File: src/rtl/pipeline_ctrl_pkg.sv
// Shared constants for the pipeline controller: stall vectors, FSM states
// and exception type codes.
package pipeline_ctrl_pkg;

  localparam logic STOP    = 1'b1;
  localparam logic NO_STOP = 1'b0;

  // Bit order: {WB, MEM, EX, ID, IF, PC}
  localparam logic [5:0] STALL_NONE = 6'b000000;
  localparam logic [5:0] STALL_ID   = 6'b000111;
  localparam logic [5:0] STALL_EX   = 6'b001111;
  localparam logic [5:0] STALL_MEM  = 6'b011111;

  typedef enum logic [1:0] {
    S_RUN   = 2'd0,
    S_STALL = 2'd1,
    S_FLUSH = 2'd2
  } ctrl_state_e;

  localparam logic [31:0] EXC_NONE     = 32'h0000_0000;
  localparam logic [31:0] EXC_INT      = 32'h0000_0001;
  localparam logic [31:0] EXC_SYSCALL  = 32'h0000_0008;
  localparam logic [31:0] EXC_INST_INV = 32'h0000_000a;
  localparam logic [31:0] EXC_TRAP     = 32'h0000_000d;
  localparam logic [31:0] EXC_OV       = 32'h0000_000c;
  localparam logic [31:0] EXC_ERET     = 32'h0000_000e;

endpackage

File: src/rtl/pipeline_ctrl_if.sv
// Stall/flush handshake between the pipeline stages and pipeline_ctrl.
interface pipeline_ctrl_if;

  logic        stallreq_from_id;
  logic        stallreq_from_ex;
  logic        stallreq_from_mem;
  logic [31:0] excepttype_i;
  logic [31:0] cp0_epc_i;
  logic [5:0]  stall;
  logic        flush;
  logic [31:0] new_pc;

  modport master (
    output stallreq_from_id, stallreq_from_ex, stallreq_from_mem,
    output excepttype_i, cp0_epc_i,
    input  stall, flush, new_pc
  );

  modport slave (
    input  stallreq_from_id, stallreq_from_ex, stallreq_from_mem,
    input  excepttype_i, cp0_epc_i,
    output stall, flush, new_pc
  );

endinterface

File: src/rtl/pipeline_ctrl_stall_wdt.sv
// Stall watchdog: saturating count of consecutive stalled cycles and a
// sticky timeout flag that only reset clears.
module ctrl_stall_wdt #(
  parameter int unsigned MAX_STALL = 64
) (
  input  logic clk,
  input  logic rst,
  input  logic stalling,
  output logic timeout
);

  logic [7:0] cnt_q;
  logic       timeout_q;

  always_ff @(posedge clk) begin
    if (rst) begin
      cnt_q     <= '0;
      timeout_q <= 1'b0;
    end else begin
      if (!stalling) begin
        cnt_q <= '0;
      end else if (cnt_q != 8'hFF) begin
        cnt_q <= cnt_q + 8'd1;
      end
      if (stalling && (cnt_q == 8'(MAX_STALL - 1))) begin
        timeout_q <= 1'b1;
      end
    end
  end

  assign timeout = timeout_q;

endmodule

File: src/rtl/pipeline_ctrl.sv
// Pipeline controller: stall arbitration, exception/ERET flush sequencing
// and stall watchdog. Optional perf counters under `CTRL_PERF_CNT_EN.
module pipeline_ctrl
  import pipeline_ctrl_pkg::*;
#(
  parameter logic [31:0] EXC_VECTOR = 32'h0000_0020,
  parameter logic [31:0] ERET_CODE  = 32'h0000_000e,
  parameter int unsigned MAX_STALL  = 64
) (
  input  logic                 clk,
  input  logic                 rst,
  pipeline_ctrl_if.slave       bus,
  output logic                 stall_timeout,
  output logic [1:0]           state_o,
  output logic [31:0]          stall_cycles_o,
  output logic [31:0]          flush_count_o
);

  ctrl_state_e state_q;
  logic [5:0]  stall_d;
  logic        flush_d;
  logic [31:0] new_pc_d;
  logic        exc;
  logic        any_req;

  assign exc     = (bus.excepttype_i != EXC_NONE);
  assign any_req = bus.stallreq_from_id | bus.stallreq_from_ex | bus.stallreq_from_mem;

  // Requests seen during S_FLUSH belong to squashed instructions.
  always_comb begin
    stall_d  = STALL_NONE;
    flush_d  = 1'b0;
    new_pc_d = '0;
    if (!rst) begin
      if (exc) begin
        flush_d  = 1'b1;
        new_pc_d = (bus.excepttype_i == ERET_CODE) ? bus.cp0_epc_i : EXC_VECTOR;
      end else if (state_q != S_FLUSH) begin
        if (bus.stallreq_from_mem) begin
          stall_d = STALL_MEM;
        end else if (bus.stallreq_from_ex) begin
          stall_d = STALL_EX;
        end else if (bus.stallreq_from_id) begin
          stall_d = STALL_ID;
        end
      end
    end
  end

  assign bus.stall  = stall_d;
  assign bus.flush  = flush_d;
  assign bus.new_pc = new_pc_d;

  always_ff @(posedge clk) begin
    if (rst) begin
      state_q <= S_RUN;
    end else if (exc) begin
      state_q <= S_FLUSH;
    end else begin
      case (state_q)
        S_RUN:   state_q <= any_req ? S_STALL : S_RUN;
        S_STALL: state_q <= any_req ? S_STALL : S_RUN;
        S_FLUSH: state_q <= S_RUN;
        default: state_q <= S_RUN;
      endcase
    end
  end

  assign state_o = state_q;

  ctrl_stall_wdt #(
    .MAX_STALL(MAX_STALL)
  ) u_wdt (
    .clk      (clk),
    .rst      (rst),
    .stalling (|stall_d),
    .timeout  (stall_timeout)
  );

`ifdef CTRL_PERF_CNT_EN
  logic [31:0] stall_cycles_q;
  logic [31:0] flush_count_q;

  always_ff @(posedge clk) begin
    if (rst) begin
      stall_cycles_q <= '0;
      flush_count_q  <= '0;
    end else begin
      if (|stall_d) stall_cycles_q <= stall_cycles_q + 32'd1;
      if (flush_d)  flush_count_q  <= flush_count_q + 32'd1;
    end
  end

  assign stall_cycles_o = stall_cycles_q;
  assign flush_count_o  = flush_count_q;
`else
  assign stall_cycles_o = '0;
  assign flush_count_o  = '0;
`endif

endmodule

File: src/flat_wrapper.sv
// flat-port wrapper written by rule: the top's interface ports become plain ports
module pipeline_ctrl_flat import pipeline_ctrl_pkg::*;
#(
  parameter logic [31:0] EXC_VECTOR = 32'h0000_0020,
  parameter logic [31:0] ERET_CODE  = 32'h0000_000e,
  parameter int unsigned MAX_STALL  = 64
)
  (clk, rst, stall_timeout, state_o, stall_cycles_o, flush_count_o, bus_stallreq_from_id, bus_stallreq_from_ex, bus_stallreq_from_mem, bus_excepttype_i, bus_cp0_epc_i, bus_stall, bus_flush, bus_new_pc);
  pipeline_ctrl_if bus_i ();
  input  logic clk;
  input  logic rst;
  output logic stall_timeout;
  output logic [1:0] state_o;
  output logic [31:0] stall_cycles_o;
  output logic [31:0] flush_count_o;
  input wire logic [$bits(bus_i.stallreq_from_id)-1:0] bus_stallreq_from_id;
  input wire logic [$bits(bus_i.stallreq_from_ex)-1:0] bus_stallreq_from_ex;
  input wire logic [$bits(bus_i.stallreq_from_mem)-1:0] bus_stallreq_from_mem;
  input wire logic [$bits(bus_i.excepttype_i)-1:0] bus_excepttype_i;
  input wire logic [$bits(bus_i.cp0_epc_i)-1:0] bus_cp0_epc_i;
  output wire logic [$bits(bus_i.stall)-1:0] bus_stall;
  output wire logic [$bits(bus_i.flush)-1:0] bus_flush;
  output wire logic [$bits(bus_i.new_pc)-1:0] bus_new_pc;
  assign bus_i.stallreq_from_id = bus_stallreq_from_id;
  assign bus_i.stallreq_from_ex = bus_stallreq_from_ex;
  assign bus_i.stallreq_from_mem = bus_stallreq_from_mem;
  assign bus_i.excepttype_i = bus_excepttype_i;
  assign bus_i.cp0_epc_i = bus_cp0_epc_i;
  assign bus_stall = bus_i.stall;
  assign bus_flush = bus_i.flush;
  assign bus_new_pc = bus_i.new_pc;
  pipeline_ctrl #(.EXC_VECTOR(EXC_VECTOR), .ERET_CODE(ERET_CODE), .MAX_STALL(MAX_STALL)) u_core (.clk(clk), .rst(rst), .bus(bus_i), .stall_timeout(stall_timeout), .state_o(state_o), .stall_cycles_o(stall_cycles_o), .flush_count_o(flush_count_o));
endmodule
File: config.mk
export PLATFORM = sky130hd
export DESIGN_NAME = pipeline_ctrl_flat
export DESIGN_NICKNAME = d
export VERILOG_FILES = /design/src/rtl/pipeline_ctrl_pkg.sv /design/src/rtl/pipeline_ctrl_if.sv /design/src/rtl/pipeline_ctrl_stall_wdt.sv /design/src/rtl/pipeline_ctrl.sv /design/src/flat_wrapper.sv
export SDC_FILE = /design/constraint.sdc
export NUM_CORES = 1
export LEC_CHECK = 0
export ABC_AREA = 1
export BUFFER_PORTS_ARGS = -buffer_cell sky130_fd_sc_hd__buf_4
export CORE_ASPECT_RATIO = 0.8
export CORE_MARGIN = 5
export CORE_UTILIZATION = 38
export DETAILED_ROUTE_END_ITERATION = 12
export PLACE_DENSITY = 0.83
export SKIP_LAST_GASP = 1
export SLEW_MARGIN = 20
export SYNTH_ARGS = -nofsm -noshare
export SYNTH_HDL_FRONTEND = slang
export SYNTH_HIERARCHICAL = 1
export SYNTH_SLANG_ARGS = --single-unit
export TNS_END_PERCENT = 20
File: constraint.sdc
create_clock -name clk -period 2 [get_ports clk]
set_input_delay 0.3 -clock clk [delete_from_list [all_inputs] [get_ports clk]]
set_output_delay 0.3 -clock clk [all_outputs]
set_load 0.005 [all_outputs]
==> parameters.txt <==
Parameter                              Value

Status
  Outcome ... complete, no violations

Die
  Area of the placeable core ... ~0.0042 mm^2
  X dimension of the die ... between 80 and 90 um
  Standard-cell rows ... 21
  DIE HEIGHT ... just under 70 um
  Initial core utilization ... about two fifths
  # IOs ... around 180
  Die area ... between 0.005 and 0.006 mm^2

Yosys
  Distinct cell type count of the synthesized netlist ... 25
  Largest cells by area after synthesis ... buf_4 (33%), nor2_1 (17%), dfxtp_1 (13%)
  Total of flip-flops plus latches after synthesis ... 11
  Sequential element share of the synthesized area ... a little over an eighth
  Netlist Area Pre-Place ... roughly 0.0016 mm^2
  Cell count after synthesis ... between 200 and 300
  EDFF count, synth ... 0
  Area share of the largest cell type after synthesis ... 33.5%
  YS warnings ... 6
  Dominant cell type by area after synthesis ... buf_4
  Asr flop ratio synth ... 0%
  Leading register cell type out of synthesis ... dfxtp_1
  Synthesized area divided by synthesized cell count ... just under 6 um^2

Global routing
  Via count of the first global-routing pass ... roughly 1500
  GRT Overall Usage ... between 10% and 20%
  Wire length of the first global-routing pass ... 6.65 mm
  Maximum number of pins on one net before global-route repair ... 33
  Overflow after GRT ... 0
  Number of antenna violations at the first check in global routing ... 0

Setup path
  Required @ worst endpoint ... approximately 1.7 ns
  Startpoint class of the critical path ... primary input
  Critical path destination ... bus_new_pc[3]
  Worst flop-to-flop path endpoint ... u_core/u_wdt/cnt_q[3]$_SDFFE_PP0P_
  Data arrival, critical path ... between 1 and 1.5 ns
  R2R depth ... 9
  Slack of the worst reg-to-reg path ... around 0.70 ns
  Largest fanout on the critical path ... 32
  Kind of end point of the critical path ... primary output
  Worst setup path startpoint ... bus_excepttype_i[23]
  Critical path type ... in -> out
  Reg-to-reg startpoint ... u_core/state_o[1]$_SDFF_PP0_

Place
  Placed instance count ... 434
  GPL Wtd Cong ... ~0.78
  Quantity of I/O buffers inserted on ports ... between 100 and 150
  Half-perimeter wire length after placement ... just over 4 mm

Clock tree
  Clock tree sinks ... 11
  Quantity of gates resized following cts ... 0
  Number of buffers added for setup after CTS ... 0
  Clk_lat worst skew ... between 0.2 and 0.25 ns
  CTS Buf Count ... 3
  CTS hold repair buffers ... 0
  Clock root buffer ... clkbuf_8
  Clock-pin transition on the worst setup and hold timing paths ... around 0.050 ns
  TritonCTS clock tree ... yes
  Maximum level of the CTS H-tree ... 1
  Clock Path Buffers ... 2

Timing
  Clock period minus final worst setup slack ... around 1.7 ns
  RSZ-0062 raised after global routing ... no
  Fin crit share ... 85.4%
  Setup clock skew after layout ... roughly 0.0018 ns
  Peak clock frequency supported by timing ... 0.586 GHz
  Final sum of negative setup slack ... 0 ns
  Setup violators final ... 0
  Max-slew violation count ... 0
  Final count of hold timing violations ... 0

Power
  Cell Pwr Density ... around 270 mW/mm^2
  Final total power ... 627 uW
  Leakage power of the design ... between 0.001 and 0.0015 uW
  Largest voltage drop on the vdd net ... 0.240 mV

Drt
  Vias ... 1793
  Detail-routed net length per standard cell ... about 11 um
  Antenna viol nets, final ... 0
  Aggregate routed wire length ... roughly 4.6 mm
  Initial detailed-routing violation count ... about 70
  Drt first pass iters ... 4
  DRC Markers ... 0
  Drt via density ... 4.09

Hold path
  Type of the worst min-delay path ... in -> reg

Layout
  Area growth, synth to finish ... 40.8%
  Filler-free cell count of the finished design ... 438
  ANT cells ... 0
  Layout cells sized above 1 ... approximately 34%
  Filler Cell Count ... just over 400
  Count of nets after finishing ... roughly 450

Flow run
  Max-cap viol count ... 0
stage by stage:
stage	util (%)	instance area [um^2]	hold slack [ns]	worst slack [ns]
finish	55.2	2300	0.405	0.293
global route	55.2	2300	0.436	0.130
CTS	55.2	2300	0.403	0.270
detailed placement	54.1	2260	0.489	0.277
global placement	54.1	2260	0.490	0.261
floorplan	-	1880	0.372	0.563
area by class of cell:
type,instances,area [um^2],share of cell area [%]
well taps,57,71.3,3.09
repair buffers,112,878,38.1
multi-input cells,230,998,43.3
clock buffers,3,41.3,1.79
clock inverters,1,5.00,0.217
inverters,24,90.1,3.91
flip-flops and latches,11,220,9.55
registers in the layout, indices dropped and copies added, names as in the netlist:
signal                flops
u_core/state_o            2
u_core/u_wdt/timeout      1
u_core/u_wdt/cnt_q        8
layout by cell type, fill, tap and decap left out, types with 2 or more instances in the layout:
cell type  Yosys  routed
a21oi_1        3       3
buf_12         0       3
buf_4         73     109
clkbuf_8       0       3
conb_1         1      65
dfxtp_1       11      11
inv_1         19      19
inv_2          4       4
nand2_1       32      32
nand2_2        2       2
nand3_1       37      37
nor2_1        75      75
nor2_4         4       4
o21ai_1        3       3
synthesized netlist by cell type (all sizes together) (3+ instances only):
| master | instances |
|---|---|
| buf | 75 |
| nor2 | 79 |
| o21ai | 5 |
| nand2 | 35 |
| a21oi | 3 |
| dfxtp | 11 |
| inv | 23 |
| nand3 | 38 |
worst min path at each step:
stage	from	endpoint	slack, ns	cells after the start
6_report	rst	u_core/u_wdt/timeout$_SDFFE_PP0P_	0.41	2
5_1_grt	rst	u_core/u_wdt/timeout$_SDFFE_PP0P_	0.44	2
4_1_cts	rst	u_core/u_wdt/timeout$_SDFFE_PP0P_	0.40	2
3_5_place_dp	u_core/u_wdt/timeout$_SDFFE_PP0P_	u_core/u_wdt/timeout$_SDFFE_PP0P_	0.49	2
3_3_place_gp	u_core/u_wdt/timeout$_SDFFE_PP0P_	u_core/u_wdt/timeout$_SDFFE_PP0P_	0.49	2
2_1_floorplan	rst	u_core/u_wdt/timeout$_SDFFE_PP0P_	0.37	1
worst max-delay path, cell delays in order:
cell and delay, ns:
buf_4 0.11, nor2_1 0.09, nand2_1 0.06, nor2_1 0.13, nand2_2 0.10, inv_2 0.08, buf_12 0.17, nand3_1 0.08
nor2_1 0.14, buf_4 0.13
where the power goes:
| group | switching (uW) | internal (uW) |
|---|---|---|
| Sequential | 0.462 | 220 |
| Clock | 89.5 | 137 |
| Combinational | 79.3 | 100 |
| Total | 169 | 458 |
layer usage:
layer  share of wire, %  up-vias  GRT usage, %
li1                   -      931             -
met1                 36      787          16.6
met2                 55       73          24.8
met3                9.7        2          5.46
met4               0.13        0          1.22
met5                  0        -             0
logic make-up after synthesis:
kind of cell    count (synthesis)  share of synthesized area (%)
compound gates                 10                           3.98
flops                          11                           13.5
buf+inv                       100                           40.2
other cells                     1                          0.229
simple gates                  154                           41.4
fa+ha+maj                       1                          0.764
(Power assumes the default switching activity.)
